===== config.mk =====
export PLATFORM = sky130hd
export DESIGN_NAME = tick_scheduler
export DESIGN_NICKNAME = d
export VERILOG_FILES = /design/src/rtl/tick_pkg.sv /design/src/rtl/tick_channel.sv /design/src/rtl/tick_scheduler.sv
export SDC_FILE = /design/constraint.sdc
export NUM_CORES = 1
export LEC_CHECK = 0
export BUFFER_PORTS_ARGS = -buffer_cell sky130_fd_sc_hd__buf_2
export CELL_PAD_IN_SITES_DETAIL_PLACEMENT = 2
export CELL_PAD_IN_SITES_GLOBAL_PLACEMENT = 2
export CORE_UTILIZATION = 40
export CTS_BUF_LIST = sky130_fd_sc_hd__clkbuf_8
export DETAILED_ROUTE_END_ITERATION = 10
export HOLD_SLACK_MARGIN = 0.02
export PLACE_DENSITY = 0.88
export SYNTH_ARGS = -nofsm -noshare
export SYNTH_HDL_FRONTEND = slang
export SYNTH_SLANG_ARGS = --single-unit
export TNS_END_PERCENT = 20

===== constraint.sdc =====
create_clock -name clk -period 3.8 [get_ports clk]
set_clock_uncertainty 0.2 [all_clocks]
set_input_delay 0.76 -clock clk [delete_from_list [all_inputs] [get_ports clk]]
set_output_delay 0.76 -clock clk [all_outputs]
set_load 0.01 [all_outputs]

===== src/rtl/tick_pkg.sv =====
// Shared types and constants for the tick scheduler and its channels.
package tick_pkg;

  localparam int CNT_W_DEF = 28;
  localparam int NUM_CH    = 3;

  // Channel indices
  localparam int CH_PIX  = 0;
  localparam int CH_GAME = 1;
  localparam int CH_DB   = 2;

  // Reset divisors (period = divisor + 1 clk)
  localparam int unsigned DIV0_RST_DEF = 1;          // 25 MHz pixel enable
  localparam int unsigned DIV1_RST_DEF = 150000000;  // game/frame tick
  localparam int unsigned DIV2_RST_DEF = 25000;      // debounce sample tick

  typedef enum logic {
    ST_STOP = 1'b0,
    ST_RUN  = 1'b1
  } tick_state_e;

endpackage


===== src/rtl/tick_channel.sv =====
// One tick channel: counter, active and shadow divisor/enable, wrap detection,
// registered tick pulse and toggle output.
module tick_channel
  import tick_pkg::*;
#(
  parameter int               CNT_W   = CNT_W_DEF,
  parameter logic [CNT_W-1:0] DIV_RST = '0
) (
  input  logic             clk,
  input  logic             rst_n,
  input  logic             advance,   // running and not paused
  input  logic             stopped,   // FSM in STOP or run just dropped
  input  logic             wr,        // accepted configuration for this channel
  input  logic             wr_en,
  input  logic [CNT_W-1:0] wr_div,
  output logic             tick,
  output logic             tgl,
  output logic             pend
);

  logic [CNT_W-1:0] cnt_q, cnt_d;
  logic [CNT_W-1:0] div_act_q, div_act_d;
  logic [CNT_W-1:0] div_sh_q;
  logic             en_act_q, en_act_d;
  logic             en_sh_q;
  logic             pend_q;
  logic             tick_q;
  logic             tgl_q;
  logic             wrap;
  logic             apply;

  // Wrap/apply decode and next counter/active values. A pending shadow is
  // applied at a wrap so a period never mixes old and new divisors, or at
  // once when the channel cannot be counting (stopped or disabled).
  always_comb begin
    wrap      = advance & en_act_q & (cnt_q == div_act_q);
    apply     = pend_q & (wrap | stopped | ~en_act_q);
    div_act_d = div_act_q;
    en_act_d  = en_act_q;
    cnt_d     = cnt_q;
    if (apply) begin
      div_act_d = div_sh_q;
      en_act_d  = en_sh_q;
    end
    if (stopped || !en_act_q || wrap || apply) begin
      cnt_d = '0;
    end else if (advance) begin
      cnt_d = cnt_q + CNT_W'(1);
    end
  end

  // Counter, active registers and registered tick/toggle outputs.
  always_ff @(posedge clk or negedge rst_n) begin
    if (!rst_n) begin
      cnt_q     <= '0;
      div_act_q <= DIV_RST;
      en_act_q  <= 1'b1;
      tick_q    <= 1'b0;
      tgl_q     <= 1'b0;
    end else begin
      cnt_q     <= cnt_d;
      div_act_q <= div_act_d;
      en_act_q  <= en_act_d;
      tick_q    <= wrap;
      if (wrap) begin
        tgl_q <= ~tgl_q;
      end
    end
  end

  // Shadow registers and pending flag; a write can only arrive while
  // nothing is pending, so write and apply never coincide.
  always_ff @(posedge clk or negedge rst_n) begin
    if (!rst_n) begin
      div_sh_q <= DIV_RST;
      en_sh_q  <= 1'b1;
      pend_q   <= 1'b0;
    end else if (wr) begin
      div_sh_q <= wr_div;
      en_sh_q  <= wr_en;
      pend_q   <= 1'b1;
    end else if (apply) begin
      pend_q   <= 1'b0;
    end
  end

  assign tick = tick_q;
  assign tgl  = tgl_q;
  assign pend = pend_q;

endmodule


===== src/rtl/tick_scheduler.sv =====
// Three-channel clock-enable generator with safe runtime divisor reload.
// Holds the run/stop FSM, the configuration handshake and busy reduction.
//
// Configuration handshake: a transfer happens on every clk edge where
// cfg_valid and cfg_ready are both high; cfg_ready is ~busy; the requester
// keeps cfg_valid and all cfg_* fields stable until that edge.
module tick_scheduler
  import tick_pkg::*;
#(
  parameter int          CNT_W    = CNT_W_DEF,
  parameter int unsigned DIV0_RST = DIV0_RST_DEF,
  parameter int unsigned DIV1_RST = DIV1_RST_DEF,
  parameter int unsigned DIV2_RST = DIV2_RST_DEF
) (
  input  logic             clk,
  input  logic             rst_n,
  input  logic             run,
  input  logic             pause,
  input  logic             cfg_valid,
  output logic             cfg_ready,
  input  logic [1:0]       cfg_ch,
  input  logic             cfg_en,
  input  logic [CNT_W-1:0] cfg_div,
  output logic             cfg_err,
  output logic [2:0]       tick,
  output logic [2:0]       tgl,
  output logic             busy,
  output tick_state_e      state_dbg
);

  tick_state_e       state_q, state_d;
  logic              stopped;
  logic              advance;
  logic              accept;
  logic [NUM_CH-1:0] wr;
  logic [NUM_CH-1:0] pend;
  logic              cfg_err_q;

  // FSM state register.
  always_ff @(posedge clk or negedge rst_n) begin
    if (!rst_n) begin
      state_q <= ST_STOP;
    end else begin
      state_q <= state_d;
    end
  end

  // Next state: RUN follows run; pause is a qualifier inside RUN.
  always_comb begin
    state_d = state_q;
    case (state_q)
      ST_STOP: if (run)  state_d = ST_RUN;
      ST_RUN:  if (!run) state_d = ST_STOP;
      default: state_d = ST_STOP;
    endcase
  end

  // Dropping run clears counters on the same edge, so stop is taken from
  // the live run level as well as the state.
  assign stopped = (state_q != ST_RUN) | ~run;
  assign advance = ~stopped & ~pause;

  assign busy      = |pend;
  assign cfg_ready = ~busy;
  assign accept    = cfg_valid & cfg_ready;

  // Per-channel write strobes; channel 3 matches none of them.
  always_comb begin
    wr = '0;
    for (int n = 0; n < NUM_CH; n++) begin
      wr[n] = accept & (cfg_ch == 2'(n));
    end
  end

  // Illegal-channel error pulse.
  always_ff @(posedge clk or negedge rst_n) begin
    if (!rst_n) begin
      cfg_err_q <= 1'b0;
    end else begin
      cfg_err_q <= accept & (cfg_ch == 2'd3);
    end
  end

  assign cfg_err   = cfg_err_q;
  assign state_dbg = state_q;

  tick_channel #(.CNT_W(CNT_W), .DIV_RST(CNT_W'(DIV0_RST))) u_pix (
    .clk(clk), .rst_n(rst_n), .advance(advance), .stopped(stopped),
    .wr(wr[CH_PIX]), .wr_en(cfg_en), .wr_div(cfg_div),
    .tick(tick[CH_PIX]), .tgl(tgl[CH_PIX]), .pend(pend[CH_PIX])
  );

  tick_channel #(.CNT_W(CNT_W), .DIV_RST(CNT_W'(DIV1_RST))) u_game (
    .clk(clk), .rst_n(rst_n), .advance(advance), .stopped(stopped),
    .wr(wr[CH_GAME]), .wr_en(cfg_en), .wr_div(cfg_div),
    .tick(tick[CH_GAME]), .tgl(tgl[CH_GAME]), .pend(pend[CH_GAME])
  );

  tick_channel #(.CNT_W(CNT_W), .DIV_RST(CNT_W'(DIV2_RST))) u_db (
    .clk(clk), .rst_n(rst_n), .advance(advance), .stopped(stopped),
    .wr(wr[CH_DB]), .wr_en(cfg_en), .wr_div(cfg_div),
    .tick(tick[CH_DB]), .tgl(tgl[CH_DB]), .pend(pend[CH_DB])
  );

endmodule


**Word level (Yosys, flattened, before mapping)**

Cells that the tools add are included.

- Register bits after elaboration: 269
- Input bits: 36
- Logic and storage cells: 101
- Output and inout port bits: 10

- Reductions and logical operators: 20
- Add/sub/neg operators: 3
- Bitwise gates (word level): 33
- Mux-type cells: 13
- Eq/ne operators: 6

Operators with widths:

| kind | count |
|---|---|
| 2-to-1 mux 28 bit | 6 |
| adder 28 x 1 -> 28 bit, second input constant | 3 |
| == test 28 bit | 3 |
| AND 1 bit | 15 |
| nonzero test 2 bit | 6 |
| inverter 1 bit | 11 |
| logical OR 1 bit | 9 |
| 2-to-1 mux 1 bit | 7 |
| OR 1 bit | 7 |
| == test 2 bit, second input constant | 2 |
| logical NOT 1 bit | 3 |
| OR reduction 3 bit | 1 |
| == test 2 x 1 -> 1 bit, second input constant | 1 |
| logical NOT 2 bit | 1 |

**Depth between registers and ports, before layout**

- Depth after elaboration: 11
- Depth in mapped cells: 8

**Hierarchy**

From an unflattened synthesis, not the netlist that was laid out.

- Cells, all modules: 1290
- Area total of the unflattened synthesis: 13739.4 µm²

By module, submodules not included:

| module | times used | seq. area each (µm²) | area an instance (µm²) | cells each |
|---|---|---|---|---|
| tick_channel at u_db | 1 | 2244.7 | 4685.7 | 438 |
| tick_channel at u_game | 1 | 2254.7 | 4479.3 | 420 |
| tick_channel at u_pix | 1 | 2232.1 | 4456.8 | 420 |
| tick_scheduler | 1 | 50.0 | 117.6 | 12 |

**Least setup slack after synthesis**

No wires, ideal clock.

- Path kind: in2reg
- From: input run
- To: register u_db.div_act_q[10]
- Stages: 6
- Buffers on the path: 2
- Slack: 1159 ps
- Arrival time: 2316 ps
- Setup time: 125 ps
- Cell sequence: and2_1 clkbuf_1 a21oi_1 a31oi_2 buf_2 mux2_2

- Cells in the longest elaborated chain, start to end: 9

Ends and longest elaborated chain:

| what | line | RTL |
|---|---|---|
| start, declared | tick_scheduler.sv:17 | `input logic run,` |
| inverter 1 bit (*) | tick_scheduler.sv:60 | `assign stopped = (state_q != ST_RUN) \| ~run;` |
| OR 1 bit (*) | tick_scheduler.sv:60 |  |
| inverter 1 bit | tick_scheduler.sv:61 | `assign advance = ~stopped & ~pause;` |
| AND 1 bit | tick_scheduler.sv:61 |  |
| AND 1 bit (2 in series) | tick_channel.sv:36 | `wrap = advance & en_act_q & (cnt_q == div_act_q);` |
| OR 1 bit (*) (2 in series) | tick_channel.sv:37 | `apply = pend_q & (wrap \| stopped \| ~en_act_q);` |
| AND 1 bit (*) | tick_channel.sv:37 |  |
| end signal, assigned | tick_channel.sv:62 | `div_act_q <= div_act_d;` |
| end, declared | tick_channel.sv:22 | `logic [CNT_W-1:0] div_act_q, div_act_d;` |

Every way passes the cells marked *; elsewhere a longest branch is shown, timed or not.
A chain may end at the register's enable or synchronous reset.

**Final worst setup path**

- From: register u_pix.cnt_q[17]
- To: register u_pix.cnt_q[0]

- Cells in the longest elaborated chain, start to end: 7

Ends and longest elaborated chain:

| what | line | RTL |
|---|---|---|
| start, declared | tick_channel.sv:21 | `logic [CNT_W-1:0] cnt_q, cnt_d;` |
| start signal, assigned | tick_channel.sv:61 | `cnt_q <= cnt_d;` |
| == test 28 bit (*) | tick_channel.sv:36 |  |
| AND 1 bit (*) | tick_channel.sv:36 |  |
| OR 1 bit (2 in series) | tick_channel.sv:37 |  |
| AND 1 bit | tick_channel.sv:37 |  |
| logical OR 1 bit (*) | tick_channel.sv:45 | `if (stopped \|\| !en_act_q \|\| wrap \|\| apply) begin` |
| 2-to-1 mux 28 bit or nonzero test 2 bit (tied branches) | -- |  |

Marked as above.

==> reports/qor.yml <==
insertion_delay_ps: 610
path_max_fanout: 28
status: "finished clean"
fp.dieW_um: 185
final_cell_area_um2: 15100
synth.distinct_cells: 48
layout.nets: 1305
drv_cap: 0
area_growth_pct: 12.9
ant_nets: 0
io_pins: 46
drt_pass1_iterations: 4
min_period_ps: 3110
die_area_um2: 34100
ys_top_cells_by_area: "dfrtp_1 43%, mux2_2 9.7%, dfstp_2 7.9%"
drt_iter0_drc: 746
cp.arrival_ps: 3320
synth.avg_cell_area_um2: 10.9
p_total_mw: 9.39
cts_made_buffers: 47
vias_per_cell: 5.92
syn_nets: 1263
clk_pin_slew_ps: 60
setup_tns_ps: 0
grt_use_total: 0.287
port_buffers: 45
cts_num_sinks: 269
endpoint_kind: "flop"
hold_viol: 0
drcViolationCount: 0
path_cells: "xor2_1 -> or4_1 -> or4_4 -> o211ai_4 -> nor2_1"
final_cell_mix: "229 x dfrtp_1, 119 x nand2_1, 115 x mux2_2, 103 x xor2_1, 80 x nor2_1"
final_cells: 1747
ys_ff_latch: 269
rows: 66
cpMaxStageDelayCell: "o211ai_4"
place_area_um2: 14000
worst_slew_pin_slew_ps: 1220
start_util: 0.408
grt.overflow.total: 0
synth_top_area_frac: 0.429
rsz0062_at_grt: "no"
timing.fmax_mhz: 322
min_path_type: "in2reg"
yosysWarnings: 0
setup_violations: 0
p_leak_nw: 6.21
critPathKind: "reg2reg"
worstSetupStartpointType: "flop"
hpwl_um: 29700
synth-async-reset-ratio: 1.00
yosysTopAreaCell: "dfrtp_1"
drt_wl_total_um: 47200
antenna_found_initial: 0
holdBufCountCts: 1
crit_required_ps: 4010
gp_congestion: 0.854
synth_edf_count: 0
layout_commonest_cell: "dfrtp_1"
placed_cells: 1658
n_antenna_cell: 0
cts_tree: "built"
final_max_slew_viol_count: 0
grt_pass1_wl_um: 73400
post_cts_buffers: 0
ys_seq_area_frac: 0.508
syn_inst: 1224
clk_path_buf_depth: 3
die_h_um: 185
period_share: 0.818
core_area_um2: 32700
grt_max_degree: 100
detail_route.wl_per_cell_um: 27.0
clockRootBuffer: "clkbuf_8"
pwr_density_cell_nw_per_um2: 623
yosys_most_used_dff: "dfrtp_1"
grt_pass1_vias: 11700
relSlewSlack: 0.185
syn_area_um2: 13400
ir_drop_uv: 341
cts.htree.levels: 2
vias: 10300
postCtsResizedCells: 0
drive_gt1_frac: 0.245
cpPeakStageDelay_ps: 740
==> synth_stat cells (2+ instances only) <==
library cell	instances
and3_1	36
nand3b_1	2
nor3_1	49
mux2i_1	6
inv_1	15
dfrtp_1	229
and2_1	3
nand4_1	27
or4_1	3
buf_2	2
nor3b_1	3
nor2b_1	4
o21ai_0	4
o211ai_1	47
xnor2_1	62
buf_4	8
o211ai_2	9
nand4b_1	4
and4b_1	2
buf_6	3
mux2_2	115
ha_1	3
clkbuf_1	60
dfstp_2	40
o31ai_1	29
nor4b_1	2
and4_1	12
buf_1	4
nor4_1	36
nand2b_1	31
nand3_1	29
o2111ai_1	29
xor2_1	103
nand2_1	119
nor2_1	80
or3_1	2
==> per-layer routing <==
| metal | up-vias | GRT usage | part of all wire |
|---|---|---|---|
| li1 | 4436 | - | - |
| met4 | 0 | 0.109 | 0.035 |
| met3 | 98 | 0.0445 | 0.045 |
| met2 | 290 | 0.494 | 0.50 |
| met1 | 5514 | 0.360 | 0.42 |
| met5 | - | 0 | 0 |
==> worst paths after layout <==
path,start,to,slack (ps),cells after the start
min,run,state_dbg$_DFF_PN0_,170,1
max reg2reg,u_pix.cnt_q[17]$_DFFE_PN0P_,u_pix.cnt_q[0]$_DFFE_PN0P_,690,5
max in group asynchronous,rst_n,u_pix.div_sh_q[6]$_DFFE_PN0P_,1910,3
max,u_pix.cnt_q[17]$_DFFE_PN0P_,u_pix.cnt_q[0]$_DFFE_PN0P_,690,5
min in group asynchronous,rst_n,u_game.div_act_q[16]$_DFFE_PN0P_,510,2
min reg2reg,u_pix.tgl$_DFFE_PN0P_,u_pix.tgl$_DFFE_PN0P_,260,1
==> per-stage QoR <==
step,setup slack (ps),utilization,hold slack (ps)
6_report,691,0.461,166
2_1_floorplan,1160,-,243
4_1_cts,687,0.461,145
3_3_place_gp,591,0.429,252
3_5_place_dp,447,0.429,256
5_1_grt,576,0.461,145
==> kinds of logic (layout without fill, tap and decap cells) <==
logic type	Yosys count	after routing	share of synthesized area
xor gates and xnor gates	165	165	0.108
DFF	269	269	0.508
adders and majority gates	3	3	0.00281
and+or+nand+nor	450	450	0.173
buffers and inverters	92	173	0.0300
AOI/OAI and AO/OA	124	124	0.0770
muxes	121	121	0.101
==> layout make-up <==
cell class                      count  area [um^2]
Sequential cell                   269         6780
Clock inverter                     26          191
Fill cell                        3350        17600
Inverter                           15         56.3
Clock buffer                       62          853
Timing Repair Buffer               70          450
Tap cell                          442          553
Multi-Input combinational cell    863         6190
==> sequential cells by signal (all words and copies together) (netlist names), 28 cells and up <==
name              cells
u_pix.div_sh_q       28
u_game.div_act_q     28
u_game.div_sh_q      28
u_db.div_sh_q        28
u_game.cnt_q         28
u_pix.div_act_q      28
u_pix.cnt_q          28
u_db.cnt_q           28
u_db.div_act_q       28
==> worst max-delay path: cells and delay by family (launching register included) <==
family                    cells  cell delay (ps)
and+or+nand+nor               3             1280
DFF                           1              480
AOI/OAI and AO/OA             1              740
xor gates and xnor gates      1              240
==> report_power, final <==
part	switching, mW	internal (mW)	total (mW)
Clock	1.35	1.62	2.96
Combinational	1.08	0.847	1.93
Sequential	0.816	3.69	4.50
Total	3.24	6.15	9.39
Power figures use the tool's default switching activity.
